**src/rtl/hamwt_pkt_gen.sv**
```systemverilog
// Packet regenerator: expands a list of set-bit locations into a framed byte stream
// (FRAME pulse, pkt_len data bytes, FIN pulse) for the hamming-weight/location receiver.
module hamwt_pkt_gen (
  input  logic         clk,
  input  logic         clear,
  input  logic         start,
  input  logic [7:0]   pkt_len,
  input  logic [4:0]   ham_wt,
  input  logic [309:0] locn_ones,
  output logic         pkt_starts,
  output logic [7:0]   bin_data,
  output logic         data_valid,
  output logic         busy,
  output logic         done
);

  typedef enum logic [1:0] {IDLE, FRAME, DATA, FIN} state_t;

  state_t         state;
  logic [7:0]     len_q;
  logic [4:0]     wt_q;
  logic [309:0]   locn_q;
  logic [6:0]     cnt;

  logic [6:0]     next_idx;
  logic [7:0]     next_byte;
  logic           last_byte;
  logic           len_ok;

  assign len_ok    = (pkt_len != 8'd0) && (pkt_len <= 8'd128);
  assign last_byte = ({1'b0, cnt} == (len_q - 8'd1));

  // Byte to present in the following cycle: index 0 when leaving FRAME, else cnt+1.
  // An entry whose byte index matches is necessarily below 8*pkt_len, so out-of-range
  // entries drop out naturally; duplicates just OR the same bit again.
  always_comb begin
    next_idx  = (state == FRAME) ? 7'd0 : (cnt + 7'd1);
    next_byte = 8'd0;
    for (int k = 0; k < 31; k++) begin
      if ((5'(k) < wt_q) && (locn_q[10*k+3 +: 7] == next_idx))
        next_byte = next_byte | (8'd1 << locn_q[10*k +: 3]);
    end
  end

  always_ff @(posedge clk or posedge clear) begin
    if (clear) begin
      state      <= IDLE;
      len_q      <= 8'd0;
      wt_q       <= 5'd0;
      locn_q     <= '0;
      cnt        <= 7'd0;
      pkt_starts <= 1'b0;
      bin_data   <= 8'd0;
      data_valid <= 1'b0;
      busy       <= 1'b0;
      done       <= 1'b0;
    end else begin
      case (state)
        IDLE: begin
          if (start && len_ok) begin
            state      <= FRAME;
            len_q      <= pkt_len;
            wt_q       <= ham_wt;
            locn_q     <= locn_ones;
            cnt        <= 7'd0;
            pkt_starts <= 1'b1;
            busy       <= 1'b1;
          end
        end
        FRAME: begin
          state      <= DATA;
          pkt_starts <= 1'b0;
          data_valid <= 1'b1;
          bin_data   <= next_byte;
        end
        DATA: begin
          if (last_byte) begin
            state      <= FIN;
            data_valid <= 1'b0;
            bin_data   <= 8'd0;
            done       <= 1'b1;
          end else begin
            cnt      <= next_idx;
            bin_data <= next_byte;
          end
        end
        FIN: begin
          state <= IDLE;
          done  <= 1'b0;
          busy  <= 1'b0;
          cnt   <= 7'd0;
        end
        default: begin
          state      <= IDLE;
          pkt_starts <= 1'b0;
          data_valid <= 1'b0;
          bin_data   <= 8'd0;
          busy       <= 1'b0;
          done       <= 1'b0;
        end
      endcase
    end
  end

endmodule

```
**config.mk**
```make
export PLATFORM = sky130hd
export DESIGN_NAME = hamwt_pkt_gen
export DESIGN_NICKNAME = d
export VERILOG_FILES = /design/src/rtl/hamwt_pkt_gen.sv
export SDC_FILE = /design/constraint.sdc
export NUM_CORES = 1
export LEC_CHECK = 0
export BUFFER_PORTS_ARGS = -buffer_cell sky130_fd_sc_hd__clkbuf_2
export CAP_MARGIN = 20
export CORE_ASPECT_RATIO = 0.7
export CORE_MARGIN = 2
export CORE_UTILIZATION = 57
export DETAILED_ROUTE_END_ITERATION = 12
export HOLD_SLACK_MARGIN = 0.1
export PLACE_DENSITY = 0.93
export SLEW_MARGIN = 15
export SYNTH_ARGS = -nofsm -noshare
export SYNTH_HDL_FRONTEND = slang
export SYNTH_SLANG_ARGS = --single-unit
```
**constraint.sdc**
```tcl
create_clock -name clk -period 15.82 [get_ports clk]
set_input_delay 3.164 -clock clk [delete_from_list [all_inputs] [get_ports clk]]
set_output_delay 3.164 -clock clk [all_outputs]
set_load 0.01 [all_outputs]
```
### Word level (Yosys, flattened, before mapping)

Index checks and enable logic that the tools add are counted.

* bits in registers: 344
* input bits: 326
* output and inout port bits: 12
* logic and storage cells: 237

* add/sub/neg operators: 2
* $lt $le $gt $ge: 32
* equal/unequal tests: 38
* shifts and indexed selects: 31
* mux-type cells: 47
* bitwise logic cells: 30
* reductions and logical operators: 47

Operators by type and width (number)
* $mux W8: 32
* $shl A1 B3 Y8 const A: 31
* $or A8 B8 Y8: 30
* $eq A7 B7 Y1: 31
* $lt A5 B5 Y1 const A: 15
* $lt A4 B5 Y1 const A: 8
* $logic_and A1 B1 Y1: 33
* $mux W7: 3
* $pmux W7 S3: 1
* $lt A3 B5 Y1 const A: 4
* $pmux W8 S2: 1
* $reduce_and A2 Y1: 6
* $lt A1 B5 Y1 const A: 2
* $lt A2 B5 Y1 const A: 2
* $eq A7 B8 Y1: 1
* $le A8 B8 Y1 const B: 1
* $pmux W1 S2: 4
* $pmux W2 S4: 1
* $reduce_bool A2 Y1: 4
* $reduce_bool A8 Y1: 1
* $sub A8 B1 Y8 const B: 1
* $add A7 B1 Y7 const B: 1
* $ne A2 B2 Y1 const B: 3
* $eq A2 B2 Y1 const B: 2
* 6 further kinds: 9

### Depth between registers and ports, before layout

Gate-level depths: netlist of the first run.

* depth after elaboration: 67
* gate-level depth with buffers: 15
* depth with buffers taken out: 11

### Least setup slack after synthesis of the first run

Ideal clock, no wire load.

* kind: input -> register
* from: input pkt_len[2]
* to: register locn_q[25]
* setup time: 125 ps
* arrival time: 5261 ps
* data required time: 15695 ps
* slack: 10435 ps
* stages: 7
* path buffers: 2
* cells stage by stage: or4_1 nor4_1 xnor2_1 nand3_1 clkbuf_1 clkbuf_1 mux2_2

* word-level cells in the longest chain between the ends: 4
* elaborated cells on any way between the ends: 5
* classes of those cells: 1 x order compare; 4 x reduce/logical

Ends and longest elaborated chain
* start, declared: line 7 `input logic [7:0] pkt_len,`
* $le A8 B8 Y1 or $reduce_bool A8 Y1 (tied branches): line 30 `assign len_ok = (pkt_len != 8'd0) && (pkt_len <= 8'd128);`
* $logic_and A1 B1 Y1 (*): line 30
* $logic_and A1 B1 Y1 (*): line 60 `if (start && len_ok) begin`
* $reduce_and A2 Y1 (no source line) (*)
* end signal, assigned: line 64 `locn_q <= locn_ones;`
* end, declared: line 22 `logic [309:0] locn_q;`

Mark *: on every way between the ends. The rest lies on a longest branch, timed or not.
A chain may end at the register's enable or synchronous reset.

### Worst setup path after layout of the first run

* from: input pkt_len[2]
* to: register locn_q[82]

The elaborated chain is that of the path after synthesis.

==> flow_summary.toml, run 1 <==
[power]
p_sw_mw = 0.405
p_seq_share_pct = 49.1
total_power_mw = 1.79
p_per_area_nw_per_um2 = 77.6
intPower_mw = 1.38
swShare_pct = 22.6
cellLeakagePower_nw = 10.9
ir_drop_mv = 0.0681
clockPowerShare_pct = 47.1
power_frac_comb_pct = 3.8

[detailed_routing]
dr_wl_met2_um = 30000
dr.first_iter.drc_count = 2001
wl_met1_um = 29200
top_layer_used = "met5"
vias_per_cell = 6.70
vias = 17400
final_antenna_net_count = 0
route.met3.wl_um = 7610
post_drt_wl_per_cell_um = 26.8
route.detailed.drc = 0
first_pass_iters = 6
wirelength_um = 69600

[sta]
hold_ws_ns = 0.522
tns_ns = 0
worstMarginPinSlew_ns = 1.12
setup_viol = 0
finalHoldViolations = 0
slew_violations = 0
finClkSkew_ns = 0.0201
rsz0062_at_grt = "no"
fmaxAchievable_mhz = 162
finalCritPeriodShare_pct = 39.0
max_slew_margin_pct = 25.3
final.setup.worst_slack_ns = 9.64
period_minus_slack_ns = 6.18

[setup_path]
reg2reg_slack_ns = 10.45
rr_endpoint = "bin_data[6]"
crit_required_ns = 16.23
critical_path_class = "in -> reg"
crit_path_cell_trace = "clkbuf_2 -> or4_1 -> nor4_1 -> xnor2_1 -> nand3_4 -> buf_12 -> mux2_2"
critPathMaxStageDelay_ns = 0.81
crit_fanout = 199
end_kind = "register"
reg2reg_from = "state[1]"
start_kind = "primary input"
reg2reg_depth = 13
crit_slowest_cell = "nand3_4"
worst_ep_arrival_time_ns = 6.59

[floorplanning]
initial_utilization_pct = 57.6
dieWidth_um = 227
dieArea_um2 = 36400
num_io_pins = 338
std_cell_rows = 57
die_h_um = 160
core_um2 = 34500

[clocking]
cts_inserted_buffers = 35
cts-root-buf = "clkbuf_16"
clk_path_buf_depth = 3
tritoncts = "done"
htreeDepth = 2
clock-sinks = 344
post_cts_buffers = 0
hold_buffers = 0
clock_latency_ns = 0.55
path_clk_slew_ns = 0.06
cts_resized = 0

[place]
dp.final_hpwl_um = 52500
io_buffer_count = 337
place_inst = 2532
gp_congestion = 0.990
pre_cts_slack_ns = 9.18
placed_cell_area_um2 = 21900

[cells_and_area]
nets = 2432
multi_input_area_um2 = 10600
fill_cells = 2565
stdcell_count = 2596
seqCellArea_um2 = 8610
area_growth_pct = 16.1
post-route-cell-area_um2 = 23100
utilization_pct = 66.8
drive_gt1_share_pct = 36.7

[grt]
grt_pass1_wl_um = 104000
overflow = 0
grt_use_total_pct = 38.0
grt_pass1_vias = 17000
antenna_found_initial = 2
grt_max_degree = 200

[synthesis]
synth_commonest_cells = "dfrtp_1, mux2_2, xnor2_1, nand3_1, nand2_1"
synth_area_um2 = 19900
yosysWarnings = 0
yosysSeqAreaShare_pct = 43.3
synth_top_area_share_pct = 43.3
synth_nets = 2128
synth.avg_cell_area_um2 = 11.1
synth.ff_latch_count = 344
ys_async_sr_fraction_pct = 100
synth_edf_count = 0
postSynthCellCount = 1796
yosysTopAreaCell = "dfrtp_1"
synth.most_common_cell = "dfrtp_1"
synth_flop_cell = "dfrtp_1"
synth.distinct_cells = 95
ys_top_cells_by_area = "dfrtp_1, mux2_2, xnor2_1"

[run_status]
status = "complete, no violations"

[min_path]
holdPathStages = 1
holdPathEnd = "locn_q[105]"
min_path_type = "reg -> reg"
min_from = "locn_q[105]"

[flow_run]
drv_cap = 0
critical path, delay by kind of cell:
kind          cells  cell delay, ns
mux               1            0.47
buf+inv           2            0.71
xor+xnor          1            0.32
simple gates      3            1.66
registers in the layout, summed over array words and instances (netlist names):
signal and flops:
bin_data 8, busy 1, cnt 7, data_valid 1
done 1, len_q 8, locn_q 310, pkt_starts 1
state 2, wt_q 5
cell families (layout without fill, tap and decap cells):
family	count (synthesis)	in the layout	synth area share, %
and+or+nand+nor	525	525	15.4
DFF	344	344	43.3
muxes	330	330	18.8
AOI/OAI and AO/OA	301	301	11.7
xor gates and xnor gates	148	148	7.12
buffers and inverters	142	468	3.28
adders and majority gates	6	6	0.378
other	0	2	0
how the worst max path moves through the flow:
stage,startpoint,endpoint,cells after the start
2_1_floorplan,clear,bin_data[0],1
3_3_place_gp,pkt_len[2],locn_q[61],7
3_5_place_dp,pkt_len[2],locn_q[82],7
4_1_cts,pkt_len[2],locn_q[82],7
5_1_grt,pkt_len[2],locn_q[152],7
6_report,pkt_len[2],locn_q[82],7
final cells by class:
type | count | share of cell area [%]
inverters | 47 | 0.798
clock inverters | 12 | 0.570
diodes | 2 | 0.0217
flip-flops and latches | 344 | 37.3
well taps | 472 | 2.56
multi-input cells | 1310 | 46.1
clock buffers | 47 | 4.30
repair buffers | 362 | 8.35
power groups by stage:
stage | clock network [mW] | logic (mW) | registers [mW]
2_1_floorplan | 0 | 0.0139 | 0.896
3_3_place_gp | 0 | 0.0662 | 0.896
3_5_place_dp | 0 | 0.0670 | 0.896
4_1_cts | 0.840 | 0.0676 | 0.880
5_1_grt | 0.881 | 0.0741 | 0.879
6_report | 0.842 | 0.0680 | 0.879
metal layers:
layer	up-vias	track usage, %
li1	7385	-
met1	8737	54.8
met2	1079	55.9
met3	189	9.05
met4	2	13.9
met5	-	0
placed cells by master (no fill, tap or decap), drive strengths merged, types with 49 or more instances in the layout:
| master | instances |
|---|---|
| inv | 49 |
| dfrtp | 344 |
| xnor2 | 86 |
| xor2 | 54 |
| mux2 | 326 |
| clkbuf | 385 |
| nor3 | 54 |
| nand2 | 64 |
| nor2 | 63 |
| nand3 | 65 |
(Power assumes the default switching activity.)
==> run 2, diff against run 1 <==
--- a/config.mk
+++ b/config.mk
@@ -9,10 +9,10 @@
 export CAP_MARGIN = 20
 export CORE_ASPECT_RATIO = 0.7
 export CORE_MARGIN = 2
-export CORE_UTILIZATION = 57
+export CORE_UTILIZATION = 52
 export DETAILED_ROUTE_END_ITERATION = 12
 export HOLD_SLACK_MARGIN = 0.1
-export PLACE_DENSITY = 0.93
+export PLACE_DENSITY = 0.9
 export SLEW_MARGIN = 15
 export SYNTH_ARGS = -nofsm -noshare
 export SYNTH_HDL_FRONTEND = slang
==> constraint.sdc (replaced) <==
create_clock -name clk -period 5.1 [get_ports clk]
set_input_delay 1.02 -clock clk [delete_from_list [all_inputs] [get_ports clk]]
set_output_delay 1.02 -clock clk [all_outputs]
set_load 0.01 [all_outputs]
==> run 2 against run 1 <==
- global-route usage is 3.1 points lower
- wire length is 1.7% higher
- non-clock buffer count is 18 higher
- register-to-register slack lost 9.7 ns
- clock skew is 0.0053 ns higher
- clock-buffer cell count stayed put
- core utilization decreased by 4.6 points
- worst hold slack lost 0.0062 ns
- via count shrank 0.62%
==> flow_summary.toml, run 2 (same netlist as run 1, synthesis figures left out) <==
[cells_and_area]
stdcell_count = 2631
final_common_cell = "dfrtp_1"
top_register = "locn_q"
reg_top3 = "locn_q x310, bin_data x8, len_q x8"
largest_reg_flops = 310
area_growth_pct = 17.2
nets = 2451
fill_cells = 2906
mostFrequentLayoutCells = "dfrtp_1, clkbuf_2, mux2_2, xnor2_1, nand3_1"
antenna_cells = 0
drive_gt1_share_pct = 37.2

[power]
total_power_mw = 5.62
cellLeakagePower_nw = 11.0
p_per_area_nw_per_um2 = 241
ir_drop_mv = 0.187

[floorplanning]
core_um2 = 37400
num_io_pins = 338
initial_utilization_pct = 53.1
dieArea_um2 = 39800
dieWidth_um = 238
die_h_um = 168
std_cell_rows = 59

[clocking]
hold_buffers = 0
clock-sinks = 344
clk_path_buf_depth = 3
post_cts_buffers = 0
tritoncts = "done"
cts_resized = 0
cts-root-buf = "clkbuf_16"
path_clk_slew_ns = 0.07
cts_inserted_buffers = 36
htreeDepth = 2
clock_latency_ns = 0.55

[place]
dp.final_hpwl_um = 55000
place_inst = 2569
gp_congestion = 1.06
io_buffer_count = 337
pre_cts_slack_ns = 1.13

[detailed_routing]
vias = 17300
final_antenna_net_count = 0
dr.first_iter.drc_count = 2118
vias_per_cell = 6.57
route.detailed.drc = 0
wirelength_um = 70800
post_drt_wl_per_cell_um = 26.9
first_pass_iters = 8

[sta]
finalCritPeriodShare_pct = 84.4
slew_violations = 0
worstMarginPinSlew_ns = 1.08
final.setup.worst_slack_ns = 0.793
rsz0062_at_grt = "no"
finalHoldViolations = 0
finClkSkew_ns = 0.0254
max_slew_margin_pct = 27.3
hold_ws_ns = 0.516
setup_viol = 0
fmaxAchievable_mhz = 232
period_minus_slack_ns = 4.31

[grt]
grt_max_degree = 120
grt_use_total_pct = 34.9
grt_pass1_wl_um = 105000
grt_pass1_vias = 16900
antenna_found_initial = 0
overflow = 0

[flow_run]
drv_cap = 0

[setup_path]
end_kind = "register"
crit_fanout = 24
start_kind = "register"
worst_ep_arrival_time_ns = 4.76
crit_required_ns = 5.56
critical_path_class = "reg -> reg"

[min_path]
min_path_type = "reg -> reg"

[run_status]
status = "complete, no violations"
run 2: cell count changes in the layout (fill, tap and decap cells not counted), moves of 2 or more:
cell,delta
buf_4,+15
buf_12,+6
clkinv_2,-4
clkinv_4,+4
clkbuf_8,-3
clkinvlp_4,+3
buf_16,-2
clkbuf_1,+2
diode_2,-2
run 2: final timing paths:
kind / start / endpoint / slack [ns] / cells after the start
min in group asynchronous: clear / locn_q[236] / 0.65 / 2
max in group asynchronous: clear / locn_q[294] / 3.40 / 3
setup reg to reg: state[1] / bin_data[1] / 0.79 / 11
setup / recovery: state[1] / bin_data[1] / 0.79 / 11
hold / removal: locn_q[60] / locn_q[60] / 0.52 / 1
hold reg to reg: locn_q[60] / locn_q[60] / 0.52 / 1
run 2: layout make-up:
cell class | instances | area, µm² | area share, %
Clock inverter | 15 | 188 | 0.806
Timing Repair Buffer | 380 | 2100 | 9.00
Multi-Input combinational cell | 1310 | 10600 | 45.6
Tap cell | 488 | 611 | 2.62
Clock buffer | 47 | 982 | 4.22
Sequential cell | 344 | 8610 | 37.0
Inverter | 47 | 180 | 0.774
run 2: stage by stage:
step                      util (%)  TNS [ns]  instance area (µm²)
final                         62.2         0                23300
after global placement        59.1         0                22100
after detailed placement      59.1         0                22100
after floorplan                  -   -179.74                19900
after global routing          62.2         0                23300
after CTS                     62.2         0                23300
run 2: where the power goes:
group          switching (mW)  internal, mW
combinational           0.114        0.0956
sequential                  0          2.73
clock                    1.16          1.52
total                    1.27          4.35
run 2: metal layers:
metal  vias up  GRT usage, %  routed length (µm)
li1       7432             -                   -
met2      1152          52.0               30400
met1      8514          49.9               29500
met3       187          8.84                8380
met4         0          11.0                2540
met5         -             0                   0
run 2: critical path, stage by stage (launching register included):
cell	delay [ns]
dfrtp_1	0.42
inv_1	0.12
ha_2	0.49
buf_4	0.36
a21oi_1	0.07
buf_4	0.21
o32a_1	0.33
a2111oi_0	0.60
nand4_1	0.58
o311ai_0	0.71
nor4_1	0.16
a21oi_1	0.15
==> run 3, diff against run 2 <==
--- a/config.mk
+++ b/config.mk
@@ -9,10 +9,10 @@
 export CAP_MARGIN = 20
 export CORE_ASPECT_RATIO = 0.7
 export CORE_MARGIN = 2
-export CORE_UTILIZATION = 52
+export CORE_UTILIZATION = 57
 export DETAILED_ROUTE_END_ITERATION = 12
 export HOLD_SLACK_MARGIN = 0.1
-export PLACE_DENSITY = 0.9
+export PLACE_DENSITY = 0.93
 export SLEW_MARGIN = 15
 export SYNTH_ARGS = -nofsm -noshare
 export SYNTH_HDL_FRONTEND = slang
==> constraint.sdc (replaced) <==
create_clock -name clk -period 4.15 [get_ports clk]
set_input_delay 0.83 -clock clk [delete_from_list [all_inputs] [get_ports clk]]
set_output_delay 0.83 -clock clk [all_outputs]
set_load 0.01 [all_outputs]
==> run 3 against run 2 <==
- clock-buffer cell count is 1 lower
- critical path depth is 4 higher
- die area is 8.6% lower
- combinational power is 26% higher
- setup slack worse by 0.64 ns
- sequential power is 23% higher
- largest cell class unchanged
==> flow_summary.toml, run 3 (same netlist as run 1, synthesis figures left out) <==
[run_status]
status = "complete, no violations"

[flow_run]
drv_cap = 0

[clocking]
clock-sinks = 344
htreeDepth = 2
clock_latency_ns = 0.55
post_cts_buffers = 0
cts_resized = 0
clk_path_buf_depth = 3
hold_buffers = 0
cts-root-buf = "clkbuf_16"
tritoncts = "done"
cts_inserted_buffers = 36
path_clk_slew_ns = 0.07

[power]
p_seq_share_pct = 48.1
power_frac_comb_pct = 3.8
intPower_mw = 5.39
swShare_pct = 22.8
p_per_area_nw_per_um2 = 293
clockPowerShare_pct = 48.2
ir_drop_mv = 0.287
total_power_mw = 6.98
p_sw_mw = 1.59
cellLeakagePower_nw = 11.4

[detailed_routing]
post_drt_wl_per_cell_um = 27.0
vias_per_cell = 6.65
vias = 17800
wirelength_um = 72200
route.detailed.drc = 0
final_antenna_net_count = 0
dr.first_iter.drc_count = 2175
first_pass_iters = 5

[cells_and_area]
final_common_cell = "dfrtp_1"
reg_top3 = "locn_q x310, bin_data x8, len_q x8"
drive_gt1_share_pct = 39.0
stdcell_count = 2674
mostFrequentLayoutCells = "dfrtp_1, clkbuf_2, mux2_2, xnor2_1, buf_4"
area_growth_pct = 20.0
seqCellArea_um2 = 8610
top_register = "locn_q"
nets = 2507
largest_reg_flops = 310
utilization_pct = 69.1
fill_cells = 2470
multi_input_area_um2 = 10600

[setup_path]
crit_required_ns = 4.61
crit_slowest_cell = "nor4b_1"
critical_path.top_delay_family = "simple AND/OR/NAND/NOR gates"
rr_endpoint = "bin_data[5]"
cpMostUsedCell = "buf_4"
reg2reg_slack_ns = 0.15
crit_path_cell_trace = "inv_1 -> ha_2 -> buf_4 -> nand2b_1 -> buf_4 -> xnor2_1 -> nor3_1 -> o2111ai_1 -> buf_4 -> nor4b_1 -> buf_4 -> a32oi_1 -> o311ai_1 -> nor4_1 -> a31oi_1"
critPathMaxStageDelay_ns = 0.67
reg2reg_depth = 15
start_kind = "register"
critical_path_class = "reg -> reg"
crit_fanout = 11
end_kind = "register"
worst_ep_arrival_time_ns = 4.46
reg2reg_from = "state[1]"
path_buf_inv = 5

[grt]
met1_usage_pct = 56.2
grtUsageMet3_pct = 10.0
grt_pass1_wl_um = 108000
top_usage_layer = "met2"
antenna_found_initial = 1
grt_max_degree = 109
grt_pass1_vias = 17600
use_met2_pct = 58.3
grt_use_total_pct = 39.4
overflow = 0

[floorplanning]
dieWidth_um = 227
core_um2 = 34500
dieArea_um2 = 36400
std_cell_rows = 57
die_h_um = 160
num_io_pins = 338
initial_utilization_pct = 57.6

[sta]
finClkSkew_ns = 0.0223
setup_viol = 0
finalHoldViolations = 0
slew_violations = 0
tns_ns = 0
final.setup.worst_slack_ns = 0.152
rsz0062_at_grt = "no"
finalCritPeriodShare_pct = 96.3
period_minus_slack_ns = 4.00
max_slew_margin_pct = 32.0
worstMarginPinSlew_ns = 1.02
fmaxAchievable_mhz = 250

[place]
dp.final_hpwl_um = 55700
gp_congestion = 1.01
place_inst = 2609
pre_cts_slack_ns = 0.400
io_buffer_count = 337

[min_path]
min_path_type = "in -> async"
[run 3: cell count changes in the layout (fill, tap and decap cells not counted), moves of 2 or more]
cell      previous run  this run
clkbuf_8             4         6
clkbuf_1             7         4
buf_12               7        16
buf_4               36        83
clkinv_2             3         7
[run 3: metal layers]
metal / vias up / routed length [µm]
met2: 1156 / 31500
met4: 0 / 2630
met1: 8873 / 30200
li1: 7560 / -
met5: - / 0
met3: 201 / 7790
[run 3: worst max path at each step]
stage / startpoint / slack, ns / cells after the start / endpoint
after floorplan: clear / -1.28 / 1 / bin_data[0]
after global placement: state[1] / 0.45 / 13 / bin_data[1]
after detailed placement: state[1] / 0.40 / 15 / bin_data[5]
after CTS: state[1] / 0.36 / 15 / bin_data[5]
after global routing: state[1] / 0.02 / 15 / bin_data[1]
final: state[1] / 0.15 / 15 / bin_data[5]
[run 3: power by group through the flow]
stage	Combinational, mW	Clock [mW]	Sequential [mW]
2_1_floorplan	0.0533	0	3.42
5_1_grt	0.287	3.53	3.35
3_5_place_dp	0.264	0	3.42
6_report	0.264	3.36	3.35
3_3_place_gp	0.258	0	3.42
4_1_cts	0.266	3.38	3.35
[run 3: layout make-up]
type / instances / area share (%)
Inverter: 47 / 0.756
Tap cell: 472 / 2.48
Clock inverter: 18 / 0.887
Multi-Input combinational cell: 1310 / 44.6
Timing Repair Buffer: 436 / 11.0
Clock buffer: 46 / 4.19
Sequential cell: 344 / 36.1
Antenna cell: 1 / 0.0105
[run 3: stage by stage]
| step | instance area (µm²) | hold slack (ns) |
|---|---|---|
| 3_5_place_dp | 22600 | 0.501 |
| 2_1_floorplan | 19900 | 0.479 |
| 3_3_place_gp | 22600 | 0.494 |
| 6_report | 23800 | 0.369 |
| 4_1_cts | 23800 | 0.373 |
| 5_1_grt | 23800 | 0.394 |
